File: src/rtl/axi_read_arbiter.sv
// axi_read_arbiter: N-port AXI3 read arbiter, one transaction at a time, round-robin or fixed priority, burst-length check
module axi_read_arbiter #(
  parameter int NUM_PORTS = 2,
  parameter int ADDR_W = 32,
  parameter int DATA_W = 32,
  parameter int LEN_W = 8,
  parameter int ID_W = 4,
  parameter int RR_EN = 1
) (
  input  logic                        clk,
  input  logic                        rst,
  input  logic [NUM_PORTS-1:0]        m_arvalid,
  input  logic [NUM_PORTS*ADDR_W-1:0] m_araddr,
  input  logic [NUM_PORTS*LEN_W-1:0]  m_arlen,
  input  logic [NUM_PORTS*2-1:0]      m_arburst,
  output logic [NUM_PORTS-1:0]        m_arready,
  output logic [DATA_W-1:0]           m_rdata,
  output logic [1:0]                  m_rresp,
  output logic [NUM_PORTS-1:0]        m_rvalid,
  output logic [NUM_PORTS-1:0]        m_rlast,
  input  logic [NUM_PORTS-1:0]        m_rready,
  output logic [ID_W-1:0]             arid,
  output logic [ADDR_W-1:0]           araddr,
  output logic [LEN_W-1:0]            arlen,
  output logic [2:0]                  arsize,
  output logic [1:0]                  arburst,
  output logic [1:0]                  arlock,
  output logic [3:0]                  arcache,
  output logic [2:0]                  arprot,
  output logic                        arvalid,
  input  logic                        arready,
  input  logic [ID_W-1:0]             rid,
  input  logic [DATA_W-1:0]           rdata,
  input  logic [1:0]                  rresp,
  input  logic                        rlast,
  input  logic                        rvalid,
  output logic                        rready,
  output logic                        busy,
  output logic                        len_err
);
  localparam int PW = NUM_PORTS > 1 ? $clog2(NUM_PORTS) : 1;
  typedef enum logic [1:0] {IDLE, AR, R} state_t;
  state_t state;
  logic [PW-1:0] grant, ptr, win;
  logic [ADDR_W-1:0] addr_q;
  logic [LEN_W-1:0] len_q;
  logic [1:0] burst_q;
  logic [LEN_W:0] cnt;
  always_comb begin
    win = '0;
    for (int i = NUM_PORTS - 1; i >= 0; i--)
      if (m_arvalid[i]) win = PW'(i);
    if (RR_EN != 0)
      for (int i = NUM_PORTS - 1; i >= 0; i--)
        if (m_arvalid[i] && PW'(i) >= ptr) win = PW'(i);
  end
  always_comb begin
    arvalid = state == AR;
    rready = state == R && m_rready[grant];
    arid = ID_W'(grant);
    araddr = addr_q;
    arlen = len_q;
    arsize = 3'($clog2(DATA_W / 8));
    arburst = burst_q;
    arlock = '0;
    arcache = '0;
    arprot = '0;
    m_arready = (arvalid && arready) ? NUM_PORTS'(1) << grant : '0;
    m_rvalid = (state == R && rvalid) ? NUM_PORTS'(1) << grant : '0;
    m_rlast = (state == R && rlast) ? NUM_PORTS'(1) << grant : '0;
    m_rdata = rdata;
    m_rresp = rresp;
    busy = state != IDLE;
  end
  always_ff @(posedge clk) begin
    if (rst) begin
      state <= IDLE;
      ptr <= '0;
      grant <= '0;
      addr_q <= '0;
      len_q <= '0;
      burst_q <= '0;
      cnt <= '0;
      len_err <= 1'b0;
    end else begin
      len_err <= 1'b0;
      case (state)
        IDLE: if (|m_arvalid) begin
          grant <= win;
          addr_q <= m_araddr[int'(win)*ADDR_W +: ADDR_W];
          len_q <= m_arlen[int'(win)*LEN_W +: LEN_W];
          burst_q <= m_arburst[int'(win)*2 +: 2];
          state <= AR;
        end
        AR: if (arready) begin
          cnt <= '0;
          state <= R;
        end
        R: if (rvalid && rready) begin
          cnt <= cnt + 1'b1;
          if (rlast) begin
            len_err <= cnt != {1'b0, len_q};
            state <= IDLE;
            if (RR_EN != 0) ptr <= (grant == PW'(NUM_PORTS - 1)) ? '0 : grant + 1'b1;
          end
        end
        default: state <= IDLE;
      endcase
    end
  end
endmodule
File: config.mk
export PLATFORM = sky130hd
export DESIGN_NAME = axi_read_arbiter
export DESIGN_NICKNAME = d
export VERILOG_FILES = /design/src/rtl/axi_read_arbiter.sv
export SDC_FILE = /design/constraint.sdc
export NUM_CORES = 1
export LEC_CHECK = 0
export CAP_MARGIN = 15
export CORE_MARGIN = 2
export CORE_UTILIZATION = 30
export CTS_BUF_LIST = sky130_fd_sc_hd__clkbuf_4
export CTS_CLUSTER_SIZE = 30
export DETAILED_ROUTE_END_ITERATION = 7
export HOLD_SLACK_MARGIN = 0.06
export PLACE_DENSITY = 0.73
export SETUP_SLACK_MARGIN = 0.15
export SYNTH_ARGS = -nofsm -noshare
export SYNTH_HDL_FRONTEND = slang
export SYNTH_SLANG_ARGS = --single-unit
File: constraint.sdc
create_clock -name clk -period 1.93 [get_ports clk]
set_input_delay 0.386 -clock clk [delete_from_list [all_inputs] [get_ports clk]]
set_output_delay 0.386 -clock clk [all_outputs]
set_load 0.005 [all_outputs]
# [Yosys cells after proc, flatten, opt, wreduce, memory -nomap -nowiden]
# Cells that the tools add are included.
# Widths: inputs -> output; s select.
[op_classes] bitwise_logic=3 shifts=4 n_addsub=2 magnitude_cmp=3 n_reduce_logical=16 n_eq_ne=7 n_mux=18
[ops] operator="$shiftx 64x7->32" count=1
[ops] operator="$mux 9" count=2
[ops] operator="$pmux 9 s2" count=1
[ops] operator="$shiftx 16x5->8" count=1
[ops] operator="$mux 2" count=7
[ops] operator="$add 9x1->9 const B" count=1
[ops] operator="$ne 9x8->1" count=1
[ops] operator="$logic_and 1x1->1" count=7
[ops] operator="$mux 1" count=7
[ops] operator="$pmux 2 s3" count=1
[ops] operator="$reduce_and 3->1" count=2
[ops] operator="$ne 2x1->1 const B" count=2
[ops] operator="$ne 2x2->1 const B" count=2
[ops] operator="$reduce_and 4->1" count=1
[ops] operator="$reduce_bool 2->1" count=2
[ops] operator="$reduce_or 4->1" count=1
[ops] operator="$shiftx 4x3->2" count=1
[ops] operator="$not 1->1" count=3
[ops] operator="$eq 2x1->1 const B" count=1
[ops] operator="$eq 2x2->1 const B" count=1
[ops] operator="$ge 1x1->1 const A" count=2
[ops] operator="$logic_not 2->1" count=1
[ops] operator="$lt 1x2->1 const B" count=1
[ops] operator="$reduce_and 2->1" count=1
[ops] operator="3 further kinds" count=3
[totals] register_bits=56 output_inout_bits=102 word_cells=61

# [Logic depth before layout (Yosys ltp)]
# Gate-level depths: netlist of run 1.
[depth] ltp_word=6 mapped_depth=6

# [Worst setup path after synthesis of run 1]
# OpenSTA, ideal clock, no wires.
[synth_timing] path_type="reg-to-reg" start="register grant" end="register cnt[1]" synth_period_minus_slack_ns=1.413 setup_slack_ns=0.517 path_stages_with_launch=6 t_arrival_ns=1.287 required_time_ns=1.804 cell_sequence="dfxtp_1 mux2_4 a31oi_4 buf_6 mux2i_1 nor2_1"
[synth_between] elab_chain_cells=6
[synth_rtl] element="from (decl)" line="44" source="logic [PW-1:0] grant, ptr, win;"
[synth_rtl] element="from (signal assigned)" line="89" source="grant <= win;"
[synth_rtl] element="$mux 1 (not written as such) (2 in a row)" line="59" source="rready = state == R && m_rready[grant];"
[synth_rtl] element="$logic_and 1x1->1" line="59"
[synth_rtl] element="$logic_and 1x1->1" line="99" source="R: if (rvalid && rready) begin"
[synth_rtl] element="$ne 2x1->1 (no source line)"
[synth_rtl] element="$reduce_and 3->1 (no source line)"
[synth_rtl] element="to (signal assigned)" line="100" source="cnt <= cnt + 1'b1;"
[synth_rtl] element="to (decl)" line="48" source="logic [LEN_W:0] cnt;"
# Every way passes these cells. The select of a mux whose other input is x is not followed.
# A chain may end at the register's enable or synchronous reset.

# [Worst setup path after layout of run 1]
[layout_timing] start="register grant" end="output port rready"
[layout_between] elab_chain_cells=3
[layout_rtl] element="$mux 1 (not written as such) (2 in a row)" line="59"
[layout_rtl] element="$logic_and 1x1->1" line="59"
[layout_rtl] element="to (decl)" line="37" source="output logic rready,"
# Every way passes these cells. The select of a mux whose other input is x is not followed.

==> impl_results.md, run 1 <==
- Final non-filler cell total: 590
- Initial antenna violation count: 0
- Die area: 10800 um^2
- H-tree depth: 2
- WHS: 0.383 ns
- Critical Path Max Stage Delay: 0.38 ns
- Syn Std Cell Area: 3010 um^2
- Final #Nets: 588
- Pleak: 1.95 nW
- Period utilisation layout: 93.0%
- Die X: 104 um
- First-pass GRT wire length: 12.9 mm
- Avg Cell Area, Syn: 8.98 um^2
- Fmax: 557 MHz
- Hold Crit Start: rst
- R2r setup slk: 0.24 ns
- Total wire length: 8.23 mm
- Fill cells: 968
- Total power draw: 2.85 mW
- Num Clock Sinks: 56
- Synth top area cells: dfxtp_1 (37%), mux2i_1 (15%), buf_4 (13%)
- Dpl ws: -0.154 ns
- Via-to-Cell Ratio: 4.59
- Placed Area: 4410 um^2
- Area delta synth->final: 52.7%
- Fin util: 47.0%
- RSZ-0062 raised after global routing: true
- Critical path startpoint: grant$_SDFFE_PP0P_
- DRT iter0 DRCs: 62
- CP Data Required Time: 1.54 ns
- WL per Instance: 13.9 um
- VDD IR-drop max: 0.273 mV
- Largest net degree at the start of global routing: 51
- Skew-Pair Late Insertion Delay: 0.37 ns
- Via count: 2707
- Core area: 9770 um^2
- Post-synth top area share: 37.3%
- Maxcap violations: 0
- Clock root buffer: clkbuf_4
- Slowest stage cell, crit path: dfxtp_4
- Clk slew on worst S/H paths: 0.17 ns
- Combinational Power Share: 33.8%
- Post-detailed-placement half-perimeter wirelength: 6.21 mm
- Bufs on Longest Clock Path: 2
- Internal: 2.02 mW
- DRC errors left: 0
- Layout cells sized above 1: 13.3%
- WS Path Type: flip-flop to output port
- Vert. Die Dim: 104 um
- Tightest Pin Transition: 0.527 ns
- Synth unique cells: 37
- Ys async rst share: 0%
- Pwr Density: 620 nW/um^2
- GRT Util Overall: 14.3%
- Worst Hold Class: input pin to flip-flop
- Pre-antenna DRT Iters: 4
- Post-synthesis sequential area ratio: 37.3%
- Nature of the critical path endpoint: output port
- Final ANT Viol Nets: 0
- IO Pins: 233
- Starting Density: 30.8%
- CP Data Arrival Time: 1.41 ns
- Placed cells: 570
- Design area: 4590 um^2
- Post-synth top cells: dfxtp_1 (56), buf_4 (54), nor2_1 (51)
- Buf/Inv on CP: 2
- Switching Fraction: 29.2%
- CTS buffer count: 5
- CTS tree: done
- Pins Over Slew Limit: 0
- Final setup viols: 0
- Largest area contributor in the netlist: dfxtp_1
- Flop pwr share: 47.5%
- R2r startpoint: state[0]$_SDFFE_PP0P_
- Antenna cells: 0
- Cell mode on critical path: buf_6
- CP top delay family: flip-flops
- Worst Skew: 0.0121 ns
- Total grt overflow: 0
- Sw Pwr: 0.833 mW
- Final min period: 1.79 ns
- Row count: 36
- Yosys reg bits: 56
- Port bufs: 145
- Post-route setup slack: 0.136 ns
- Number of global-route vias before repair: 2691
- Most numerous cell in the Yosys netlist: dfxtp_1
- Final hold vios: 0
- Setup_tns: 0 ns
- Worst setup SP type: flip-flop
- Clock share of power: 18.7%
- YS warnings: 0
- Post-synth EDFFs: 0
- Status: completed
- Synth Flop Type: dfxtp_1
- Routability cong.: 0.787
- Worst path cell trace: buf_6 -> mux2_4 -> and2_4 -> buf_6
- CP max FO: 3
- Slew margin rel.: 64.8%
- Syn Inst Count: 335
cells in the final DEF (no fill, tap or decap), types with 2 or more instances in the layout:
| master | instances |
|---|---|
| dfxtp_2 | 4 |
| clkdlybuf4s50_1 | 132 |
| xnor2_1 | 7 |
| buf_4 | 15 |
| a211oi_1 | 42 |
| nand3_1 | 4 |
| or4_1 | 3 |
| buf_12 | 8 |
| conb_1 | 15 |
| dlygate4sd2_1 | 5 |
| mux2i_1 | 44 |
| a21oi_1 | 9 |
| and2_4 | 2 |
| xor2_1 | 2 |
| nor2_1 | 49 |
| nand2_1 | 6 |
| or3_2 | 2 |
| dfxtp_1 | 51 |
| clkinvlp_4 | 2 |
| inv_1 | 3 |
| buf_6 | 5 |
| nor2b_1 | 2 |
| o31ai_1 | 3 |
| or3_1 | 2 |
| nand4_1 | 2 |
| o21ai_0 | 5 |
| buf_2 | 3 |
| clkbuf_4 | 5 |
routing by layer:
| metal | vias up | part of all wire, % | track usage [%] |
|---|---|---|---|
| met5 | - | 0 | 0 |
| met4 | 0 | 2.4 | 4.54 |
| met3 | 23 | 6.6 | 4.32 |
| met2 | 115 | 51 | 26.6 |
| met1 | 1215 | 40 | 15.5 |
| li1 | 1354 | - | - |
cell families (layout without fill, tap and decap cells):
group,count (synthesis),in the layout,share of synthesized area (%)
other,2,15,0.250
XOR/XNOR,9,9,2.62
flip-flops,56,56,37.3
adder cells (fa/ha/maj),1,1,0.416
buffers and inverters,75,183,16.5
multiplexers,45,45,15.1
AND/OR/NAND/NOR,84,84,12.9
AO/OA/AOI/OAI,63,64,14.9
final cells by class:
class | count | area (um^2) | area share [%]
Clock buffer | 5 | 37.5 | 0.817
Multi-Input combinational cell | 218 | 1480 | 32.3
Inverter | 4 | 15.0 | 0.327
Timing Repair Buffer | 171 | 1740 | 37.8
Sequential cell | 56 | 1130 | 24.6
Clock inverter | 3 | 23.8 | 0.518
Tap cell | 133 | 166 | 3.62
power by group through the flow:
stage | Sequential (mW) | Clock [mW] | Combinational, mW
3_3_place_gp | 1.37 | 0 | 0.920
5_1_grt | 1.37 | 0.619 | 1.04
4_1_cts | 1.35 | 0.563 | 0.951
3_5_place_dp | 1.38 | 0 | 0.935
6_report | 1.35 | 0.534 | 0.962
2_1_floorplan | 1.38 | 0 | 0.446
final timing paths:
| kind | endpoint | cells after the start |
|---|---|---|
| worst max-delay path | rready | 4 |
| worst min-delay path | cnt[4]$_SDFFE_PP0P_ | 3 |
| worst max register to register | cnt[5]$_SDFFE_PP0P_ | 7 |
| worst min register to register | cnt[8]$_SDFFE_PP0P_ | 2 |
registers in the layout (all words and copies together), names as in the netlist:
signal	cells
grant	1
cnt	9
state	2
ptr	1
araddr	32
arburst	2
len_err	1
arlen	8
tightest hold or removal path, cell delays in order:
cell and delay, ns:
buf_2 0.09, or2_2 0.21, a21oi_1 0.05
repair_timing:
action / 4_1_cts / 5_1_grt
gates cloned: 0 / 1
setup buffers: 8 / 3
pin swaps: 2 / 4
hold buffers: 0 / 0
gates resized for setup: 31 / 14
setup endpoints to repair: 10 / 14
No activity file was read; power rests on OpenSTA's default activity.
==> inputs of run 2 (changes only) <==
Settings changed: CTS_BUF_LIST sky130_fd_sc_hd__clkbuf_4 to unset.
==> run 2 against run 1 <==
Net effect:
- highest routed layer unchanged
- sequential power hardly changed
- clock skew is 0.0024 ns lower
- setup slack better by 0.035 ns
- clock power is 24% higher
==> impl_results.md, run 2 (synthesized netlist as in run 1, its figures left out) <==
- First-pass GRT wire length: 12.8 mm
- CP max FO: 5
- Via count: 2680
- CP top delay family: flip-flops
- Max reg flops: 32
- Buf/Inv on CP: 3
- Slowest stage cell, crit path: dfxtp_2
- Fmax: 568 MHz
- Final setup viols: 0
- Pins Over Slew Limit: 0
- Tightest Pin Transition: 0.530 ns
- VDD IR-drop max: 0.304 mV
- Design area: 4620 um^2
- Placed cells: 570
- Final non-filler cell total: 588
- Fill cells: 956
- DRT iter0 DRCs: 43
- Bufs on Longest Clock Path: 2
- Via-to-Cell Ratio: 4.56
- CP Data Required Time: 1.54 ns
- Period utilisation layout: 91.2%
- Clk slew on worst S/H paths: 0.11 ns
- Pleak: 1.93 nW
- Nature of the critical path endpoint: output port
- Antenna cells: 0
- Layout cells sized above 1: 12.1%
- Status: completed
- Commonest non-fill, non-tap cell in the layout: clkdlybuf4s50_1
- Setup_tns: 0 ns
- Total power draw: 2.97 mW
- Multi-input gate area: 1480 um^2
- Final hold vios: 0
- Fin util: 47.2%
- CTS tree: done
- Pre-antenna DRT Iters: 4
- Area delta synth->final: 53.5%
- IO Pins: 233
- Pwr Density: 644 nW/um^2
- Post-detailed-placement half-perimeter wirelength: 6.21 mm
- WL per Instance: 13.9 um
- Final #Nets: 586
- Row count: 36
- Worst Skew: 0.00967 ns
- Core area: 9770 um^2
- Starting Density: 30.8%
- Placed Area: 4410 um^2
- Initial antenna violation count: 0
- Num Clock Sinks: 56
- WS Path Type: flip-flop to output port
- RSZ-0062 raised after global routing: true
- Total grt overflow: 0
- Largest net degree at the start of global routing: 51
- Skew-Pair Late Insertion Delay: 0.31 ns
- DRC errors left: 0
- Worst Hold Class: input pin to flip-flop
- Critical Path Max Stage Delay: 0.36 ns
- Post-CTS Hold Buffers: 0
- Clock root buffer: clkbuf_8
- Die X: 104 um
- GRT Util Overall: 14.3%
- Routability cong.: 0.787
- Die area: 10800 um^2
- Vert. Die Dim: 104 um
- CTS buffer count: 5
- Port bufs: 145
- Worst setup SP type: flip-flop
- Final min period: 1.76 ns
- Cell mode on critical path: buf_6
- CP Data Arrival Time: 1.37 ns
- FF+latch area: 1120 um^2
- Final ANT Viol Nets: 0
- Total wire length: 8.18 mm
- Slew margin rel.: 64.7%
- Commonest cells after routing, fill and taps aside: clkdlybuf4s50_1 (135), dfxtp_1 (53), nor2_1 (49)
- Maxcap violations: 0
- Worst path cell trace: and2b_2 -> buf_6 -> buf_6 -> and2_4 -> buf_6
- H-tree depth: 2
- Number of global-route vias before repair: 2662
[run 2: cell count changes in the layout (fill, tap and decap cells not counted), moves of 2 or more]
| cell | previous run | this run |
|---|---|---|
| buf_4 | 15 | 8 |
| clkbuf_4 | 5 | 0 |
| clkbuf_8 | 0 | 5 |
| buf_6 | 5 | 9 |
| clkdlybuf4s50_1 | 132 | 135 |
| dfxtp_1 | 51 | 53 |
| dlygate4sd2_1 | 5 | 3 |
[run 2: path summary, 6_finish.rpt]
check | from | endpoint | slack [ns] | cells after the start
max reg2reg | state[1]$_SDFFE_PP0P_ | cnt[1]$_SDFFE_PP0P_ | 0.19 | 9
min | rst | cnt[7]$_SDFFE_PP0P_ | 0.46 | 3
min reg2reg | cnt[8]$_SDFFE_PP0P_ | cnt[8]$_SDFFE_PP0P_ | 0.50 | 2
max | state[0]$_SDFFE_PP0P_ | rready | 0.17 | 5
[run 2: worst register-to-register path, cell delays in order, from the launching register on]
cell and delay (ns):
dfxtp_2 0.36, and3b_1 0.19, buf_4 0.14, buf_6 0.10, buf_6 0.10, buf_6 0.12
a31oi_4 0.26, buf_6 0.14, mux2i_1 0.19, nor2_1 0.06
[run 2: through the flow]
step                worst slack (ns)  hold WS (ns)
floorplan                      0.517         0.452
global placement              -0.138         0.468
detailed placement            -0.154         0.485
CTS                           0.0879         0.449
global route                   0.100         0.474
finish                         0.171         0.460
[run 2: final cells by class]
type	instances	share of cell area (%)
timing repair buffer	169	37.7
multi-input combinational	218	32.0
sequential	56	24.4
tap	133	3.61
clock buffer	5	1.49
clock inverter	3	0.515
inverter	4	0.325
[run 2: where the power goes]
group / switching [mW] / internal [mW] / leakage (nW)
sequential: 0.0759 / 1.28 / 0.464
clock: 0.402 / 0.258 / 0.0404
combinational: 0.366 / 0.593 / 1.43
[run 2: timing repair]
action	4_1_cts	5_1_grt
pin swaps	1	3
setup buffers	5	4
setup endpoints to repair	8	13
gates cloned	0	1
gates resized for setup	16	23
hold endpoints to repair	0	0
[run 2: routing by layer]
metal | global-route usage [%] | share of wire (%)
met1 | 15.4 | 39
met2 | 25.9 | 51
met3 | 4.70 | 7.2
met4 | 5.12 | 2.3
met5 | 0 | 0
==> inputs of run 3 (changes only) <==
Settings changed: CORE_MARGIN 2 to 4, GPL_ROUTABILITY_DRIVEN set to 0.
==> run 3 against run 2 <==
Net effect:
- clock power increased by 16%
- sequential power about the same
- core utilization decreased by 0.90 points
- first-iteration DRC count decreased by 14%
- register-to-register slack improved by 0.09 ns
- count of clock-buffer cells in the layout unchanged
- combinational power decreased by 3.8%
- non-clock buffer count decreased by 3
- clock skew decreased by 0.0013 ns
- critical path type is now input pin to output port
- largest power group unchanged
- highest routed layer unchanged
==> impl_results.md, run 3 (synthesized netlist as in run 1, its figures left out) <==
- Area delta synth->final: 50.5%
- Num Clock Sinks: 56
- IO Pins: 233
- Final min period: 1.76 ns
- Dpl ws: -0.150 ns
- Final setup viols: 0
- Core area: 9770 um^2
- Post-detailed-placement half-perimeter wirelength: 6.45 mm
- CTS tree: done
- VDD IR-drop max: 0.345 mV
- Critical Path Max Stage Delay: 0.40 ns
- First-pass GRT wire length: 12.6 mm
- Final #Nets: 582
- Post-route setup slack: 0.173 ns
- DRC errors left: 0
- H-tree depth: 2
- Vert. Die Dim: 108 um
- WS Path Type: input pin to output port
- Placed Area: 4400 um^2
- Total grt overflow: 0
- Pwr Density: 672 nW/um^2
- CP Data Required Time: 1.54 ns
- Via-to-Cell Ratio: 4.60
- CTS buffer count: 5
- Final ANT Viol Nets: 0
- Fmax: 569 MHz
- Placed cells: 573
- Commonest non-fill, non-tap cell in the layout: clkdlybuf4s50_1
- CP Data Arrival Time: 1.37 ns
- Worst Hold Class: input pin to flip-flop
- Slowest stage cell, crit path: clkdlybuf4s50_1
- RSZ-0062 raised after global routing: false
- Clk slew on worst S/H paths: 0.10 ns
- Skew-Pair Late Insertion Delay: 0.31 ns
- Worst path cell trace: clkdlybuf4s50_1 -> mux2_4 -> and2_2 -> buf_2
- Fill cells: 977
- WL per Instance: 13.9 um
- Pins Over Slew Limit: 0
- Status: completed
- Largest net degree at the start of global routing: 49
- Period utilisation layout: 91.1%
- Pre-antenna DRT Iters: 4
- Nature of the critical path endpoint: output port
- Final non-filler cell total: 584
- Die X: 108 um
- Final hold vios: 0
- Worst Skew: 0.00839 ns
- Pleak: 1.92 nW
- Number of global-route vias before repair: 2630
- Bufs on Longest Clock Path: 2
- Die area: 11700 um^2
- Commonest cells after routing, fill and taps aside: clkdlybuf4s50_1 (135), dfxtp_1 (53), nor2_1 (49)
- WHS: 0.375 ns
- Design area: 4530 um^2
- Antenna cells: 0
- Worst setup SP type: input pin
- Maxcap violations: 0
- Post-CTS Hold Buffers: 0
- Clock root buffer: clkbuf_8
- Row count: 36
- DRT iter0 DRCs: 37
- Initial antenna violation count: 0
- Max reg flops: 32
- Port bufs: 145
- Total wire length: 8.09 mm
- Layout cells sized above 1: 10.9%
- Starting Density: 30.8%
- CP max FO: 2
- GRT Util Overall: 13.3%
- Via count: 2689
## run 3: changes by cell type in the layout (fill, tap and decap cells not counted), moves of 2 or more
cell / before / now
nand2_2: 2 / 0
clkdlybuf4s15_1: 2 / 0
nand2_1: 5 / 7
buf_12: 8 / 5
dlygate4sd2_1: 3 / 5
buf_4: 8 / 16
buf_6: 9 / 0
## run 3: path summary, 6_finish.rpt
path,start,to,slack [ns],cells past startpoint
worst max-delay path,m_rready[0],rready,0.17,4
worst min-delay path,arready,state[0]$_SDFFE_PP0P_,0.38,3
worst max register to register,grant$_SDFFE_PP0P_,cnt[0]$_SDFFE_PP0P_,0.28,6
worst min register to register,araddr[23]$_SDFFE_PP0P_,araddr[23]$_SDFFE_PP0P_,0.50,2
## run 3: final cells by class
class / instances / area (um^2) / area share, %
Timing Repair Buffer: 166 / 1650 / 36.4
Multi-Input combinational cell: 217 / 1460 / 32.3
Sequential cell: 56 / 1120 / 24.8
Tap cell: 133 / 166 / 3.68
Clock buffer: 5 / 68.8 / 1.52
Clock inverter: 3 / 42.5 / 0.939
Inverter: 4 / 15.0 / 0.332
## run 3: routing by layer
metal | part of all wire [%] | up-vias | track usage (%)
li1 | - | 1341 | -
met1 | 39 | 1231 | 14.9
met2 | 52 | 95 | 24.3
met3 | 7.6 | 22 | 3.58
met4 | 1.9 | 0 | 4.33
met5 | 0 | - | 0
## run 3: metrics by stage
step	TNS, ns	total power [mW]	utilization [%]
after floorplan	0	1.83	-
after global placement	-0.472	2.29	45.0
after detailed placement	-0.906	2.31	45.0
after CTS	0	3.09	46.3
after global routing	0	3.22	46.3
final	0	3.04	46.3
## run 3: power by group
| part | switching (mW) | internal [mW] | total (mW) |
|---|---|---|---|
| clock | 0.381 | 0.385 | 0.766 |
| combinational | 0.353 | 0.570 | 0.923 |
| sequential | 0.0787 | 1.28 | 1.36 |
| total | 0.813 | 2.23 | 3.04 |
## run 3: critical path: cells and delay by family
| family | cells | cell delay [ns] |
|---|---|---|
| buffers and inverters | 2 | 0.52 |
| muxes | 1 | 0.28 |
| and+or+nand+nor | 1 | 0.19 |
## run 3: what timing repair did
item	in CTS	in global routing
pin swaps	0	1
buffers inserted	3	0
resized for setup	19	6
endpoints found under the setup margin	7	8
cloned	0	0
